File: src/rtl/muladd_pkg.sv
// Shared widths, result-width helper and stage-1 payload layout for the multiply-add pipeline.
// Optional range check in muladd_p2 is enabled by defining MULADD_RANGE_CHK_EN.
package muladd_pkg;
    localparam int K_DEF = 32;

    function automatic int XW(input int k);
        return 2 * k;
    endfunction

    // Stage-1 payload at the default operand width.
    typedef struct packed {
        logic [K_DEF + K_DEF/2 - 1:0] pl;
        logic [K_DEF + K_DEF/2 - 1:0] ph;
        logic [K_DEF - 1:0]           r1;
        logic                         chk1;
    } stage1_t;
endpackage

File: src/rtl/muladd_p2_if.sv
// Operand/result handshake bundle for muladd_p2; slave side is the pipeline, master the producer/consumer.
interface muladd_p2_if
    import muladd_pkg::*;
#(
    parameter int K = K_DEF
);
    logic             in_valid;
    logic             in_ready;
    logic [K-1:0]     q;
    logic [K-1:0]     d;
    logic [K-1:0]     r;
    logic             out_valid;
    logic             out_ready;
    logic [XW(K)-1:0] x;
    logic             err;

    modport master (
        output in_valid, q, d, r, out_ready,
        input  in_ready, out_valid, x, err
    );

    modport slave (
        input  in_valid, q, d, r, out_ready,
        output in_ready, out_valid, x, err
    );
endinterface

File: src/rtl/muladd_pp.sv
// Combinational K x HK unsigned partial-product multiplier.
// Zero latency; no handshake.
module muladd_pp #(
    parameter int K  = 32,
    parameter int HK = 16
) (
    input  logic [HK-1:0]   a,
    input  logic [K-1:0]    b,
    output logic [K+HK-1:0] p
);
    localparam int PW = K + HK;

    assign p = PW'(a) * PW'(b);
endmodule

File: src/rtl/muladd_p2.sv
// Two-stage pipelined x = q*d + r (unsigned, 2*K-bit result); 2-cycle latency.
// Bubble-collapsing valid/ready: a stage loads when it is empty or its successor advances.
// MULADD_RANGE_CHK_EN: err flags a non-canonical remainder; otherwise err is constant 0.
module muladd_p2
    import muladd_pkg::*;
#(
    parameter int K = K_DEF
) (
    input  logic       clk,
    input  logic       rst,
    muladd_p2_if.slave bus
);
    localparam int HK = K / 2;
    localparam int PW = K + HK;
    localparam int W  = XW(K);

    typedef struct packed {
        logic [PW-1:0] pl;
        logic [PW-1:0] ph;
        logic [K-1:0]  r1;
        logic          chk1;
    } s1_t;

    logic [PW-1:0] pl_c;
    logic [PW-1:0] ph_c;
    logic          chk_c;
    logic          v1;
    logic          v2;
    logic          adv1;
    logic          adv2;
    s1_t           s1;
    logic [W-1:0]  x_nxt;
    logic [W-1:0]  x_q;
    logic          err_q;

    muladd_pp #(.K(K), .HK(HK)) u_pp_lo (
        .a (bus.q[HK-1:0]),
        .b (bus.d),
        .p (pl_c)
    );

    muladd_pp #(.K(K), .HK(HK)) u_pp_hi (
        .a (bus.q[K-1:HK]),
        .b (bus.d),
        .p (ph_c)
    );

`ifdef MULADD_RANGE_CHK_EN
    // A divide-by-zero result is only canonical when the divider returned all-ones.
    always_comb begin
        chk_c = 1'b0;
        if (bus.d != '0) chk_c = (bus.r >= bus.d);
        else             chk_c = (bus.q != '1);
    end
`else
    assign chk_c = 1'b0;
`endif

    assign adv2         = ~v2 | bus.out_ready;
    assign adv1         = ~v1 | adv2;
    assign bus.in_ready = adv1;

    always_comb begin
        x_nxt = (W'(s1.ph) << HK) + W'(s1.pl) + W'(s1.r1);
    end

    always_ff @(posedge clk) begin
        if (rst) begin
            v1    <= 1'b0;
            v2    <= 1'b0;
            x_q   <= '0;
            err_q <= 1'b0;
        end else begin
            if (adv1) begin
                v1 <= bus.in_valid;
                if (bus.in_valid) begin
                    s1.pl   <= pl_c;
                    s1.ph   <= ph_c;
                    s1.r1   <= bus.r;
                    s1.chk1 <= chk_c;
                end
            end
            if (adv2) begin
                v2 <= v1;
                if (v1) begin
                    x_q   <= x_nxt;
                    err_q <= s1.chk1;
                end
            end
        end
    end

    assign bus.out_valid = v2;
    assign bus.x         = x_q;
    assign bus.err       = err_q;
endmodule

File: src/flat_wrapper.sv
// flat-port wrapper written by rule: the top's interface ports become plain ports
module muladd_p2_flat import muladd_pkg::*;
#(
    parameter int K = K_DEF
)
  (clk, rst, bus_in_valid, bus_q, bus_d, bus_r, bus_out_ready, bus_in_ready, bus_out_valid, bus_x, bus_err);
  muladd_p2_if #(.K(K)) bus_i ();
  input  logic clk;
  input  logic rst;
  input wire logic [$bits(bus_i.in_valid)-1:0] bus_in_valid;
  input wire logic [$bits(bus_i.q)-1:0] bus_q;
  input wire logic [$bits(bus_i.d)-1:0] bus_d;
  input wire logic [$bits(bus_i.r)-1:0] bus_r;
  input wire logic [$bits(bus_i.out_ready)-1:0] bus_out_ready;
  output wire logic [$bits(bus_i.in_ready)-1:0] bus_in_ready;
  output wire logic [$bits(bus_i.out_valid)-1:0] bus_out_valid;
  output wire logic [$bits(bus_i.x)-1:0] bus_x;
  output wire logic [$bits(bus_i.err)-1:0] bus_err;
  assign bus_i.in_valid = bus_in_valid;
  assign bus_i.q = bus_q;
  assign bus_i.d = bus_d;
  assign bus_i.r = bus_r;
  assign bus_i.out_ready = bus_out_ready;
  assign bus_in_ready = bus_i.in_ready;
  assign bus_out_valid = bus_i.out_valid;
  assign bus_x = bus_i.x;
  assign bus_err = bus_i.err;
  muladd_p2 #(.K(K)) u_core (.clk(clk), .rst(rst), .bus(bus_i));
endmodule
File: config.mk
export PLATFORM = sky130hd
export DESIGN_NAME = muladd_p2_flat
export DESIGN_NICKNAME = d
export VERILOG_FILES = /design/src/rtl/muladd_pkg.sv /design/src/rtl/muladd_p2_if.sv /design/src/rtl/muladd_pp.sv /design/src/rtl/muladd_p2.sv /design/src/flat_wrapper.sv
export SDC_FILE = /design/constraint.sdc
export NUM_CORES = 2
export LEC_CHECK = 0
export CAP_MARGIN = 20
export CORE_MARGIN = 10
export CORE_UTILIZATION = 50
export CTS_CLUSTER_SIZE = 14
export DETAILED_ROUTE_END_ITERATION = 8
export PLACE_DENSITY_LB_ADDON = 0.2
export SETUP_SLACK_MARGIN = 0.15
export SLEW_MARGIN = 20
export SYNTH_ARGS = -nofsm -noshare
export SYNTH_HDL_FRONTEND = slang
export SYNTH_SLANG_ARGS = --single-unit
File: constraint.sdc
create_clock -name clk -period 8.8 [get_ports clk]
set_input_delay 1.32 -clock clk [delete_from_list [all_inputs] [get_ports clk]]
set_output_delay 1.32 -clock clk [all_outputs]
set_load 0.01 [all_outputs]
==> results.md <==
Global route:
- The first global-routing pass estimated 183 mm of wire.
- The via count of the first global-routing pass is 33,281.
- The number of antenna violations at the first check in global routing is 2.
- For this run, the total global-route usage over all layers was measured as 0.234.
- The total grt overflow is 0.
- Entering global routing, the biggest net connects 68 pins.

Die:
- Measured along the y axis, the die boundary spans 311 um.
- In this run the count of I/O pins placed on the die edge is 167.
- For this configuration, the core starts out at a cell density of 0.506.
- The floorplan core area is 0.0840 mm2.
- The number of placement rows is 106.
- The die covers 0.0970 mm2.
- The x dimension of the die is 311 um.

Placed design:
- The number of placed instances, taps included, is 5,879.
- After detailed placement, the total cell area comes to 0.0459 mm2.
- In this run the tool buffered the top-level ports with 165 buffer cells.
- The HPWL after detailed placement is 91.7 mm.
- At the end of routability-driven placement, the weighted congestion stood at 0.898.

Synthesis:
- The share of the Yosys chip area taken by registers is 0.122.
- The post-synth net total is 5,977.
- The area fraction of the dominant cell type after synthesis is 0.402.
- The synthesized design contains 128 enable-type register cells.
- The async set-or-reset flop fraction in the synthesized netlist is 0.
- Counting instances in the post-synthesis netlist gives the leading cell types as sky130_fd_sc_hd__inv_1 (921), sky130_fd_sc_hd__fa_1 (853), sky130_fd_sc_hd__nand2_1 (757), sky130_fd_sc_hd__and2_1 (421), sky130_fd_sc_hd__ha_1 (320).
- The biggest area consumer among synthesized cells is sky130_fd_sc_hd__fa_1.
- After synthesis, the netlist uses 87 different library cells.
- The most used flip-flop cell after synthesis is sky130_fd_sc_hd__edfxtp_1.
- In this run the mean area of a mapped cell was 9.02 um2.
- The cell count after synthesis came out at 4,704.
- The number of synthesis warnings is 0.
- The library cell with the highest instance count after synthesis is sky130_fd_sc_hd__inv_1.
- After synthesis, the cell types taking the most area are sky130_fd_sc_hd__fa_1 (40%), sky130_fd_sc_hd__ha_1 (9.4%), sky130_fd_sc_hd__edfxtp_1 (9.1%).
- Synthesis inferred 194 register bits.
- The cell area that synthesis handed to floorplanning was 0.0424 mm2.

Setup path:
- The slowest stage of the critical path is the sky130_fd_sc_hd__clkdlybuf4s50_1 cell.
- The critical path contains buffers and inverters numbering 3 combined.
- In this run the worst path has a maximum fanout of 12.
- The worst setup path is launched from an input port.
- The most critical setup path has its startpoint at bus_d[5].
- The most numerous cell type found on the critical path is sky130_fd_sc_hd__fa_1.
- For flop-to-flop paths, the worst setup slack is 4.65 ns.
- In this run the critical register-to-register path is captured at u_core.bus.x[43].
- The end of the critical path is u_core.s1[126].
- The logic depth of the worst path, buffers included is 20.
- The depth of the worst register-to-register path is 12.
- At the worst endpoint, the required time is 9.07 ns.
- STA puts the critical path data arrival time at 8.39 ns.
- The kind of capture point of the worst setup path is a flop.
- On the worst path, the slowest cell contributes a delay of 0.78 ns.
- The cell type group with the largest total delay on the critical path is adder cells.
- Walking the worst path, the cells encountered are clkdlybuf4s50_1 -> and2_1 -> fa_1 -> inv_1 -> fa_1 -> fa_1 -> inv_1 -> fa_1 -> fa_1 -> fa_1 -> ha_1 -> nand2_1 -> a21oi_1 -> o2111ai_1 -> a2111o_1 -> a21oi_1 -> o221ai_1 -> o31ai_1 -> mux2i_1 -> nand3_1.
- The startpoint identified for the worst register-to-register timing path is u_core.s1[2].
- The critical path in this run is classified as in -> reg.

CTS:
- The hold buffer count at cts is 0.
- After clock tree synthesis, the clock-pin slew on the worst setup and hold paths is 0.10 ns.
- The CTS buffer count is 17.
- CTS saw 194 sinks.
- The H-tree was split into 4 levels.
- The number of cells upsized or downsized after cts is 0.
- The library cell used as clock root buffer is sky130_fd_sc_hd__clkbuf_16.
- TritonCTS built the clock tree.
- Once the clock tree was built, the setup fixing pass inserted 0 buffers.
- Counting along the longest clock path gives a buffer depth of 2.
- At the later pin of the worst-skew pair, clock insertion delay measures 0.51 ns.

STA:
- The clock period could shrink to 8.12 ns.
- The worst setup skew after layout is 0.0247 ns.
- The transition time at the pin with the least slew margin is 1.01 ns.
- The number of max-slew violations in the final report is 0.
- Derived from the worst setup path, the maximum achievable clock frequency is 123 MHz.
- The final critical-path share of the clock period is 0.923.
- Setup repair after global routing left no endpoint under its margin.
- The number of setup violations in the final report is 0.
- The number of endpoints with negative hold slack in the final report was 0.
- In the final timing run, aggregate negative setup slack is 0 ns.
- Measured against its own limit, the worst slew margin works out to 0.325.

Worst hold path:
- The worst min-delay path class is reg -> reg.

Routing:
- After detailed routing, the number of vias per cell comes to 5.42.
- For this block, the routed nets add up to 113 mm of wire.
- The detail route stage leaves a number of antenna-violating nets equal to 0.
- Summing over every cut layer, the via total after detailed routing is 32,064.
- The total iterations of the first detailed-routing run is 5.
- The violation count after the first detailed-routing iteration is 2,518.
- For this run, design rule violations remaining after detail routing come to 0.
- In the final routed layout, each cell accounts on average for 19.1 um.

Final layout:
- The final standard cell area without fillers is 0.0465 mm2.
- Of the cells placed in the final design, the portion with a size suffix greater than 1 is 0.0383.
- The total area of multi-input combinational cells is 0.0329 mm2.
- The final layout contains 6,037 nets.
- The register area is 0.00516 mm2.
- The number of antenna diodes in the final layout is 0.
- The finished layout holds 5,911 standard cells, fillers aside.
- The growth of design area from synthesis to finish is 9.47%.
- The number of filler instances in the final layout is 7,645.

Run status:
- The flow ran to the end, and the final reports show no timing, DRC or antenna violations.

Flow run:
- Across the run, the number of max-cap violations was 0.
==> flip-flops by register name, summed over array words and instances (netlist names) <==
register	flops
u_core.bus.out_valid	1
u_core.bus.x	64
u_core.s1	128
u_core.v1	1
==> layout make-up <==
class	instances	area share
clock buffers	20	0.0103
clock inverters	12	0.00277
inverters	922	0.0745
multi-input cells	3333	0.707
flip-flops and latches	194	0.111
well taps	1134	0.0305
repair buffers	296	0.0634
==> how the worst min path moves through the flow <==
| stage | startpoint | endpoint | slack (ns) | depth (start not counted) |
|---|---|---|---|---|
| global route | u_core.bus.x[44] | u_core.bus.x[44] | 0.47 | 2 |
| global placement | u_core.bus.x[46] | u_core.bus.x[46] | 0.44 | 2 |
| CTS | u_core.bus.x[46] | u_core.bus.x[46] | 0.45 | 2 |
| floorplan | u_core.bus.x[40] | u_core.bus.x[40] | 0.47 | 2 |
| detailed placement | u_core.bus.x[46] | u_core.bus.x[46] | 0.44 | 2 |
| finish | u_core.bus.x[56] | u_core.bus.x[56] | 0.45 | 2 |
==> per-layer routing <==
layer	track usage	up-vias	wire length, um
met4	0.0762	4	3690
met3	0.0320	186	6020
met5	0	-	27
met2	0.395	994	55500
li1	-	14563	-
met1	0.310	16317	47500
==> layout by cell type, fill, tap and decap left out, types with 45 or more instances in the layout <==
cell type / count
sky130_fd_sc_hd__nand2_1: 757
sky130_fd_sc_hd__fa_1: 853
sky130_fd_sc_hd__o21ai_0: 85
sky130_fd_sc_hd__ha_1: 320
sky130_fd_sc_hd__a21oi_1: 186
sky130_fd_sc_hd__a21o_1: 80
sky130_fd_sc_hd__nor2_1: 95
sky130_fd_sc_hd__clkdlybuf4s50_1: 165
sky130_fd_sc_hd__inv_1: 921
sky130_fd_sc_hd__dfxtp_1: 66
sky130_fd_sc_hd__xnor2_1: 81
sky130_fd_sc_hd__edfxtp_1: 128
sky130_fd_sc_hd__and2_1: 421
sky130_fd_sc_hd__buf_4: 106
sky130_fd_sc_hd__xor2_1: 45
==> logic make-up after synthesis <==
group | synth area share
AOI/OAI and AO/OA | 0.0845
buffers and inverters | 0.104
muxes | 0.00141
other | 0.0000883
DFF | 0.122
and+or+nand+nor | 0.165
xor gates and xnor gates | 0.0260
adders and majority gates | 0.497
==> stage by stage <==
step	setup WS [ns]	util	hold slack, ns
final	0.680	0.554	0.451
after global routing	0.388	0.554	0.468
after detailed placement	0.179	0.546	0.440
after CTS	0.743	0.554	0.451
after global placement	0.312	0.546	0.437
after floorplan	1.53	-	0.470
==> tightest hold or removal path, cell delays in order, from the launching register on <==
cell                      delay [ns]
sky130_fd_sc_hd__dfxtp_1        0.31
sky130_fd_sc_hd__nand2_1        0.05
sky130_fd_sc_hd__o21ai_1        0.05
Power is left out: the tool's default activity adds up to more than one toggle a clock period on the data nets, which glitch-free logic cannot reach.
